==> src/rtl/mux_scan_ctrl.sv <==
`timescale 1ns/1ps
// mux_scan_ctrl: steps a keyed selector, lets each key settle, samples it, and hands a full frame downstream over valid/ready.
// Optional build macro MUX_SCAN_DEDUP_EN suppresses frames identical to the last accepted one.
module mux_scan_ctrl #(
    parameter int NR_KEY     = 4,
    parameter int KEY_LEN    = 2,
    parameter int DATA_LEN   = 2,
    parameter int SETTLE_CYC = 5
) (
    input  logic                       clk,
    input  logic                       rst,
    input  logic                       start,
    input  logic                       continuous,
    output logic [KEY_LEN-1:0]         sel,
    input  logic [DATA_LEN-1:0]        mux_in,
    output logic                       frame_valid,
    input  logic                       frame_ready,
    output logic [NR_KEY*DATA_LEN-1:0] frame_data,
    output logic                       busy
);
    localparam int                 FRAME_W  = NR_KEY * DATA_LEN;
    localparam logic [KEY_LEN-1:0] LAST_KEY = KEY_LEN'(NR_KEY - 1);
    localparam logic [7:0]         CNT_LAST = 8'(SETTLE_CYC - 1);

    typedef enum logic [1:0] {
        S_IDLE,
        S_SETTLE,
        S_SAMPLE,
        S_HOLD
    } state_e;

    state_e               state_q, state_d;
    logic [KEY_LEN-1:0]   sel_q, sel_d;
    logic [7:0]           cnt_q, cnt_d;
    logic [FRAME_W-1:0]   shadow_q, shadow_d;
    logic [FRAME_W-1:0]   frame_q, frame_d;
    logic                 valid_q, valid_d;
    logic [FRAME_W-1:0]   sample_frame;
    logic                 accept;
    logic                 dup_hit;

    assign accept = (state_q == S_HOLD) && valid_q && frame_ready;

    // Shadow buffer as it will look once the current key's sample is written.
    always_comb begin
        sample_frame = shadow_q;
        sample_frame[DATA_LEN*int'(sel_q) +: DATA_LEN] = mux_in;
    end

`ifdef MUX_SCAN_DEDUP_EN
    logic [FRAME_W-1:0] last_q, last_d;
    logic               delivered_q, delivered_d;

    always_comb begin
        last_d      = last_q;
        delivered_d = delivered_q;
        if (accept) begin
            last_d      = frame_q;
            delivered_d = 1'b1;
        end
    end

    always_ff @(posedge clk or negedge rst) begin
        if (!rst) begin
            last_q      <= '0;
            delivered_q <= 1'b0;
        end else begin
            last_q      <= last_d;
            delivered_q <= delivered_d;
        end
    end

    assign dup_hit = delivered_q && (sample_frame == last_q);
`else
    assign dup_hit = 1'b0;
`endif

    always_comb begin
        // NOTE: every output of this block gets a default first so no path leaves one unassigned (no latches).
        state_d  = state_q;
        sel_d    = sel_q;
        cnt_d    = cnt_q;
        shadow_d = shadow_q;
        frame_d  = frame_q;
        valid_d  = valid_q;

        case (state_q)
            S_IDLE: begin
                if (start) begin
                    sel_d   = '0;
                    cnt_d   = '0;
                    state_d = S_SETTLE;
                end
            end
            S_SETTLE: begin
                cnt_d = cnt_q + 8'd1;
                if (cnt_q == CNT_LAST) state_d = S_SAMPLE;
            end
            S_SAMPLE: begin
                shadow_d = sample_frame;
                if (sel_q != LAST_KEY) begin
                    sel_d   = sel_q + KEY_LEN'(1);
                    cnt_d   = '0;
                    state_d = S_SETTLE;
                end else if (dup_hit) begin
                    // Repeat of the last accepted frame: behave as if it was just handed over.
                    if (continuous) begin
                        sel_d   = '0;
                        cnt_d   = '0;
                        state_d = S_SETTLE;
                    end else begin
                        state_d = S_IDLE;
                    end
                end else begin
                    frame_d = sample_frame;
                    valid_d = 1'b1;
                    state_d = S_HOLD;
                end
            end
            S_HOLD: begin
                if (accept) begin
                    valid_d = 1'b0;
                    if (continuous) begin
                        sel_d   = '0;
                        cnt_d   = '0;
                        state_d = S_SETTLE;
                    end else begin
                        state_d = S_IDLE;
                    end
                end
            end
            default: state_d = S_IDLE;
        endcase
    end

    always_ff @(posedge clk or negedge rst) begin
        if (!rst) begin
            // NOTE: the sample buffers are cleared on reset too, so no stale data can ever reach frame_data.
            state_q  <= S_IDLE;
            sel_q    <= '0;
            cnt_q    <= '0;
            shadow_q <= '0;
            frame_q  <= '0;
            valid_q  <= 1'b0;
        end else begin
            state_q  <= state_d;
            sel_q    <= sel_d;
            cnt_q    <= cnt_d;
            shadow_q <= shadow_d;
            frame_q  <= frame_d;
            valid_q  <= valid_d;
        end
    end

    assign sel         = sel_q;
    assign frame_valid = valid_q;
    assign frame_data  = frame_q;
    assign busy        = (state_q != S_IDLE);

endmodule

==> config.mk <==
export PLATFORM = sky130hd
export DESIGN_NAME = mux_scan_ctrl
export DESIGN_NICKNAME = d
export VERILOG_FILES = /design/src/rtl/mux_scan_ctrl.sv
export SDC_FILE = /design/constraint.sdc
export NUM_CORES = 1
export LEC_CHECK = 0
export CAP_MARGIN = 40
export CORE_UTILIZATION = 58
export CTS_CLUSTER_DIAMETER = 40
export DETAILED_ROUTE_END_ITERATION = 8
export GPL_TIMING_DRIVEN = 1
export PLACE_DENSITY = 0.93
export SYNTH_ARGS = -nofsm -noshare
export SYNTH_HDL_FRONTEND = slang
export SYNTH_SLANG_ARGS = --single-unit
==> constraint.sdc <==
create_clock -name clk -period 3 [get_ports clk]
set_input_delay 0.3 -clock clk [delete_from_list [all_inputs] [get_ports clk]]
set_output_delay 0.3 -clock clk [all_outputs]
set_load 0.01 [all_outputs]
==> out/qor.log, run 1 <==
INFO  cells_and_area final_cell_count_no_fill=201
INFO  placed_design  buffers_on_ports=18
INFO  critical_path  critical_path_required=2.70ns
INFO  yosys          synthesis.nets=166
INFO  sta            finalMaxSlewViolations=0
INFO  critical_path  crit_path_cell_trace=or2_2 -> clkdlybuf4s50_1
INFO  cells_and_area final_nets=186
INFO  die            placeableCoreArea=2450um2
INFO  pwr            sequential_share_of_power=43.5%
INFO  drt            drt_wl_total=3110um
INFO  cells_and_area area_delta_synth_final=15.3%
INFO  yosys          synth-seq-area-share=45.3%
INFO  critical_path  worstPathMaxFanout=14
INFO  drt            ant_nets=0
INFO  critical_path  timing.reg2reg.setup_slack=1.03ns
INFO  pwr            vdd_drop_max=0.501mV
INFO  yosys          synthCells=152
INFO  cells_and_area most-common-layout-cells=27 x dfrtp_1, 19 x nand2_1, 18 x clkdlybuf4s50_1, 10 x a21oi_1
INFO  clock_network  worst_setup_hold_path_clk_slew=0.14ns
INFO  drt            drt-wirelength-per-cell=15.4um
INFO  cells_and_area ratio_of_cells_with_drive_above_1_in_the_final_layout=9.36%
INFO  drt            via_count_normalized_by_instance_count=6.20
INFO  sta            max_freq=486MHz
INFO  die            start_util=60.8%
INFO  placed_design  dpl.hpwl=2260um
INFO  grt            first_pass_grt_wire_length=5110um
INFO  placed_design  gp_congestion=0.814
INFO  critical_path  cpMaxStageDelayCell=dfrtp_1
INFO  yosys          synth_area_per_cell=9.82um2
INFO  sta            min_period=2.06ns
INFO  run_status     run_status=complete, no violations
INFO  sta            layout_setup_ws=0.942ns
INFO  placed_design  post-place-cells=197
INFO  placed_design  worst_slack_placed=1.08ns
INFO  pwr            p_sw_share=39.1%
INFO  die            die_area=2780um2
INFO  clock_network  cts_buffers=3
INFO  drt            num_vias=1,246
INFO  yosys          synth-edff-count=0
INFO  yosys          synthArstFlopShare=100%
INFO  sta            fin_skew=0.00391ns
INFO  cells_and_area mostFrequentLayoutCell=dfrtp_1
INFO  sta            whs=0.324ns
INFO  grt            antenna_found_initial=0
INFO  grt            use_met3=3.77%
INFO  grt            grt_use_total=25.2%
INFO  die            io_pins=19
INFO  drt            drt_drc_violations_left=0
INFO  yosys          flip_flop_and_latch_count_after_synthesis=27
INFO  clock_network  postCtsHoldBufs=0
INFO  yosys          synth.cell_area=1490um2
INFO  clock_network  cts_tree=yes
INFO  sta            setup-violations-final=0
INFO  critical_path  worstSetupPathType=reg2out
INFO  pwr            clock_power_share=12.5%
INFO  critical_path  crit_path_start_kind=flop
INFO  sta            timing.final.hold_violations=0
INFO  die            die_h=52.7um
INFO  sta            max_slew_margin_vs_limit=55.1%
INFO  sta            final_min_period_over_clock_period=68.6%
INFO  grt            global_route.usage.met2=44.3%
INFO  pwr            finalPower=1270uW
INFO  pwr            cellInternalPower=771uW
INFO  clock_network  cts-root-buf=clkbuf_4
INFO  yosys          synth-main-ff-cell=dfrtp_1
INFO  sta            tightest_pin_transition=0.671ns
INFO  critical_path  setup.worst_path.end_class=primary output
INFO  job            maxCapViolations=0
INFO  clock_network  post_cts.repair.setup_buffers=0
INFO  clock_network  cts_sinks=27
INFO  pwr            power.share.combinational=44.0%
INFO  pwr            power_leakage=0.000752uW
INFO  grt            grt_max_degree=28
INFO  drt            drt_pre_antenna_iters=4
INFO  worst_hold_path hold_path.class=in2async
INFO  critical_path  worst_path_largest_cell_delay=0.59ns
INFO  yosys          synth_cell_types=39
INFO  grt            grt_overflow_total=0
INFO  die            placementRows=18
INFO  clock_network  clock_latency=0.32ns
INFO  yosys          ys_warn_count=0
INFO  sta            grt_setup_unrepaired=no
INFO  clock_network  cts_resized=0
INFO  drt            drt_iter0_markers=19
INFO  pwr            p_per_area=736nW/um2
INFO  clock_network  depth_of_the_cts_h_tree=1
INFO  grt            gr-max-usage-layer=met2
INFO  sta            tns=0ns
INFO  clock_network  cts.path.max_buffers=2
INFO  cells_and_area diodes=0
INFO  grt            grt_pass1_vias=1,136
INFO  die            floorplan.die.width=52.7um
INFO  grt            grt.met1_usage=30.9%
INFO  critical_path  critPathArrivalTime=1.76ns
INFO  pwr            total_switching_power=496uW
[kinds of logic (layout without fill, tap and decap cells)]
logic type                 count (synthesis)  in the layout  synth area share (%)
adders and majority gates                  7              7                  5.87
AOI/OAI and AO/OA                         50             50                  24.9
and+or+nand+nor                           57             57                  20.7
buffers and inverters                     11             30                  3.27
DFF                                       27             27                  45.3
[critical path: cells and delay by family (launching register included)]
| family | cells | cell delay, ns |
|---|---|---|
| flip-flops | 1 | 0.59 |
| buffers and inverters | 1 | 0.48 |
| AND/OR/NAND/NOR | 1 | 0.37 |
[path summary, 6_finish.rpt]
path | startpoint | to | depth (start not counted)
setup / recovery | state_q[1]$_DFFE_PN0P_ | busy | 2
hold / removal | rst | cnt_q[2]$_DFFE_PN0P_ | 2
setup reg to reg | sel[0]$_DFFE_PN0P_ | frame_data[5]$_DFFE_PN0P_ | 6
hold reg to reg | frame_data[2]$_DFFE_PN0P_ | frame_data[2]$_DFFE_PN0P_ | 2
max in group asynchronous | rst | shadow_q[2]$_DFFE_PN0P_ | 2
min in group clk | frame_data[2]$_DFFE_PN0P_ | frame_data[2]$_DFFE_PN0P_ | 2
[area by class of cell]
cell class	instances	area (um2)
Clock buffer	4	26.3
Sequential cell	27	676
Multi-Input combinational cell	114	768
Tap cell	30	37.5
Inverter	7	26.3
Fill cell	174	733
Timing Repair Buffer	19	188
[through the flow]
stage / instance area (um2) / utilization, %
floorplan: 1490 / -
global placement: 1700 / 69.1
detailed placement: 1700 / 69.1
CTS: 1720 / 70.1
global route: 1720 / 70.1
finish: 1720 / 70.1
[cell usage after synthesis, types with 2 or more instances]
library cell   n  area [um2]
a21bo_2        2        20.0
a21o_1         2        15.0
a21oi_1       10        50.1
a31o_2         2        17.5
a31oi_1        8        50.1
a32o_1         5        50.1
and3_1         2        12.5
and4_1         4        35.0
buf_2          3        15.0
dfrtp_1       27         676
ha_1           7        87.6
inv_1          7        26.3
nand2_1       19        71.3
nand3_1        3        15.0
nand3b_1       2        15.0
nor2_1         7        26.3
nor2b_1        9        56.3
nor3b_1        2        15.0
nor4_1         3        18.8
o21ai_0        9        45.0
[registers in the layout (all words and copies together), names as in the netlist]
signal and cells:
cnt_q 8, frame_data 8, frame_valid 1, sel 2
shadow_q 6, state_q 2
[power by group through the flow]
stage                     clock [uW]  combinational [uW]  sequential (uW)
after floorplan                    0                 374              538
after global placement             0                 526              550
after detailed placement           0                 554              557
after CTS                        161                 558              550
after global routing             175                 611              567
final                            158                 558              551
[metal layers]
layer,share of wire [%],vias up
met5,0,-
met4,0.93,0
met3,4.5,4
met2,53,39
met1,42,601
li1,-,602
Note: power is estimated with default switching activity, not from simulation.
==> run 2: changes to the inputs <==
--- a/config.mk
+++ b/config.mk
@@ -6,11 +6,11 @@
 export NUM_CORES = 1
 export LEC_CHECK = 0
 export CAP_MARGIN = 40
-export CORE_UTILIZATION = 58
+export CORE_UTILIZATION = 54
 export CTS_CLUSTER_DIAMETER = 40
 export DETAILED_ROUTE_END_ITERATION = 8
 export GPL_TIMING_DRIVEN = 1
-export PLACE_DENSITY = 0.93
+export PLACE_DENSITY = 0.88
 export SYNTH_ARGS = -nofsm -noshare
 export SYNTH_HDL_FRONTEND = slang
 export SYNTH_SLANG_ARGS = --single-unit
==> constraint.sdc (replaced) <==
create_clock -name clk -period 1.9 [get_ports clk]
set_input_delay 0.19 -clock clk [delete_from_list [all_inputs] [get_ports clk]]
set_output_delay 0.19 -clock clk [all_outputs]
set_load 0.01 [all_outputs]
==> out/qor.log, run 2 (synthesized netlist as in run 1, its figures left out) <==
INFO  run_status     run_status=complete, no violations
INFO  placed_design  buffers_on_ports=18 [unchanged]
INFO  critical_path  setup.worst_path.end_class=flop
INFO  sta            setup-violations-final=0 [unchanged]
INFO  sta            tightest_pin_transition=0.405ns [-0.266 ns]
INFO  critical_path  crit_path_start_kind=flop
INFO  pwr            finalPower=2110uW [+67%]
INFO  pwr            total_switching_power=842uW [+70%]
INFO  sta            max_freq=572MHz
INFO  die            floorplan.die.width=54.6um [+3.5%]
INFO  sta            finalMaxSlewViolations=0 [unchanged]
INFO  sta            grt_setup_unrepaired=no
INFO  pwr            power_leakage=0.000806uW [+7.2%]
INFO  die            placementRows=18 [unchanged]
INFO  critical_path  worstSetupPathType=reg2reg
INFO  cells_and_area register_area=676um2 [unchanged]
INFO  drt            drt_pre_antenna_iters=4 [unchanged]
INFO  clock_network  cts_buffers=3 [unchanged]
INFO  cells_and_area mostFrequentLayoutCell=dfrtp_1
INFO  clock_network  cts-root-buf=clkbuf_4
INFO  drt            num_vias=1,306 [+4.8%]
INFO  worst_hold_path hold_path.class=in2async
INFO  pwr            cellInternalPower=1270uW [+65%]
INFO  cells_and_area filler_cell_count=197 [+13%]
INFO  drt            drt_iter0_markers=43 [+24]
INFO  grt            grt_overflow_total=0 [unchanged]
INFO  sta            min_period=1.75ns
INFO  grt            grt_pass1_vias=1,201 [+5.7%]
INFO  drt            ant_nets=0 [unchanged]
INFO  die            start_util=58.7% [-2.2 points]
INFO  grt            grt_max_degree=28 [unchanged]
INFO  drt            drt-wirelength-per-cell=16.8um [+8.9%]
INFO  pwr            sequential_share_of_power=39.6% [-3.9 points]
INFO  sta            fin_skew=0.00293ns [-0.000974 ns]
INFO  sta            timing.final.hold_violations=0 [unchanged]
INFO  die            io_pins=19 [unchanged]
INFO  cells_and_area diodes=0 [unchanged]
INFO  critical_path  worst_path_largest_cell_delay=0.45ns [-0.14 ns]
INFO  clock_network  cts_tree=yes
INFO  pwr            power.share.combinational=48.4% [+4.4 points]
INFO  drt            drt_drc_violations_left=0 [unchanged]
INFO  drt            drt_wl_total=3530um [+14%]
INFO  clock_network  worst_setup_hold_path_clk_slew=0.15ns [about the same]
INFO  clock_network  cts.path.max_buffers=2 [unchanged]
INFO  placed_design  gp_congestion=0.856 [+5.2%]
INFO  critical_path  critical_path_required=2.16ns [-0.54 ns]
INFO  sta            tns=0ns [unchanged]
INFO  critical_path  cp_num_buf_inv=1 [unchanged]
INFO  drt            via_count_normalized_by_instance_count=6.22 [+0.32%]
INFO  sta            max_slew_margin_vs_limit=73.0% [+18 points]
INFO  cells_and_area final_nets=195 [+4.8%]
INFO  critical_path  worstPathMaxFanout=6 [-8]
INFO  critical_path  path_delay_family=simple AND/OR/NAND/NOR gates
INFO  critical_path  cpMaxStageDelayCell=dfrtp_1
INFO  cells_and_area ratio_of_cells_with_drive_above_1_in_the_final_layout=14.4% [+5.1 points]
INFO  cells_and_area area_delta_synth_final=20.4%
INFO  grt            grt_use_total=26.8% [+1.5 points]
INFO  cells_and_area multi_input_area=773um2 [+0.65%]
INFO  pwr            vdd_drop_max=0.836mV [+67%]
INFO  die            die_area=2980um2 [+7.1%]
INFO  sta            final_min_period_over_clock_period=92.0%
INFO  cells_and_area most-common-layout-cells=27 x dfrtp_1, 19 x nand2_1, 17 x clkdlybuf4s50_1, 10 x a21oi_1, 10 x buf_4
INFO  die            placeableCoreArea=2540um2 [+3.7%]
INFO  job            maxCapViolations=0 [unchanged]
INFO  pwr            p_per_area=1180nW/um2 [+60%]
INFO  grt            antenna_found_initial=0 [unchanged]
INFO  pwr            p_sw_share=39.9% [+0.75 points]
INFO  grt            first_pass_grt_wire_length=5620um [+10%]
INFO  critical_path  critPathArrivalTime=2.01ns [+0.25 ns]
INFO  critical_path  crit_path_cell_trace=inv_1 -> ha_1 -> nor3b_2 -> and3_1 -> a21oi_1 -> o21ai_0
INFO  clock_network  cts_sinks=27 [unchanged]
INFO  die            die_h=54.6um [+3.5%]
INFO  placed_design  placed_area=1760um2 [+3.5%]
INFO  cells_and_area post-route-cell-area=1800um2 [+4.4%]
INFO  clock_network  clock_latency=0.33ns [about the same]
INFO  clock_network  depth_of_the_cts_h_tree=1 [unchanged]
INFO  cells_and_area layout.core_utilization=70.6% [+0.47 points]
INFO  pwr            clock_power_share=12.1% [-0.4 points]
INFO  placed_design  dpl.hpwl=2590um [+15%]
[run 2: cell types whose count changed in the layout (fill, tap and decap cells not counted)]
cell | before | now
buf_4 | 1 | 10
clkdlybuf4s50_1 | 18 | 17
dlymetal6s2s_1 | 0 | 1
nor3b_1 | 2 | 1
nor3b_2 | 0 | 1
[run 2: cell type report]
cell class	count	share of cell area [%]
clock buffers	4	1.46
inverters	7	1.46
repair buffers	28	14.3
flip-flops and latches	27	37.6
multi-input cells	114	43.0
well taps	30	2.09
[run 2: per-layer routing]
layer / up-vias / wire length, um / GRT usage [%] / share of wire (%)
li1: 618 / - / - / -
met1: 613 / 1510 / 35.7 / 43
met2: 54 / 1720 / 42.9 / 49
met3: 21 / 202 / 4.72 / 5.7
met4: 0 / 97 / 10.3 / 2.7
met5: - / 0 / 0 / 0
[run 2: power by group through the flow]
stage / clock [uW] / sequential, uW / combinational [uW]
global route: 274 / 855 / 1120
CTS: 253 / 833 / 1010
finish: 255 / 835 / 1020
detailed placement: 0 / 855 / 973
floorplan: 0 / 850 / 591
global placement: 0 / 837 / 909
[run 2: worst reg2reg max path, stage by stage, from the launching register on]
cell	delay, ns
dfrtp_1	0.45
inv_1	0.12
ha_1	0.29
nor3b_2	0.32
and3_1	0.28
a21oi_1	0.08
o21ai_0	0.15
[run 2: path summary, 6_finish.rpt]
path | from | endpoint | slack (ns) | cells after the start
setup / recovery | sel[1]$_DFFE_PN0P_ | frame_data[3]$_DFFE_PN0P_ | 0.15 | 6
setup reg to reg | sel[1]$_DFFE_PN0P_ | frame_data[3]$_DFFE_PN0P_ | 0.15 | 6
max in group asynchronous | rst | shadow_q[1]$_DFFE_PN0P_ | 1.43 | 2
hold reg to reg | cnt_q[7]$_DFFE_PN0P_ | cnt_q[7]$_DFFE_PN0P_ | 0.50 | 1
hold / removal | rst | cnt_q[2]$_DFFE_PN0P_ | 0.21 | 2
min in group clk | cnt_q[7]$_DFFE_PN0P_ | cnt_q[7]$_DFFE_PN0P_ | 0.50 | 1
[run 2: what timing repair did]
item,in CTS,in global routing
gates cloned,0,0
setup buffers,1,0
gates resized for setup,0,2
hold buffers,0,0
setup endpoints to repair,1,3
[run 2: metrics by stage]
| stage | worst slack, ns | std cells | hold WS [ns] |
|---|---|---|---|
| after floorplan | 0.222 | 152 | -0.106 |
| after global placement | 0.184 | 205 | 0.464 |
| after detailed placement | 0.0844 | 205 | 0.473 |
| after CTS | 0.0639 | 210 | 0.226 |
| after global routing | 0.0192 | 210 | 0.269 |
| final | 0.152 | 210 | 0.212 |
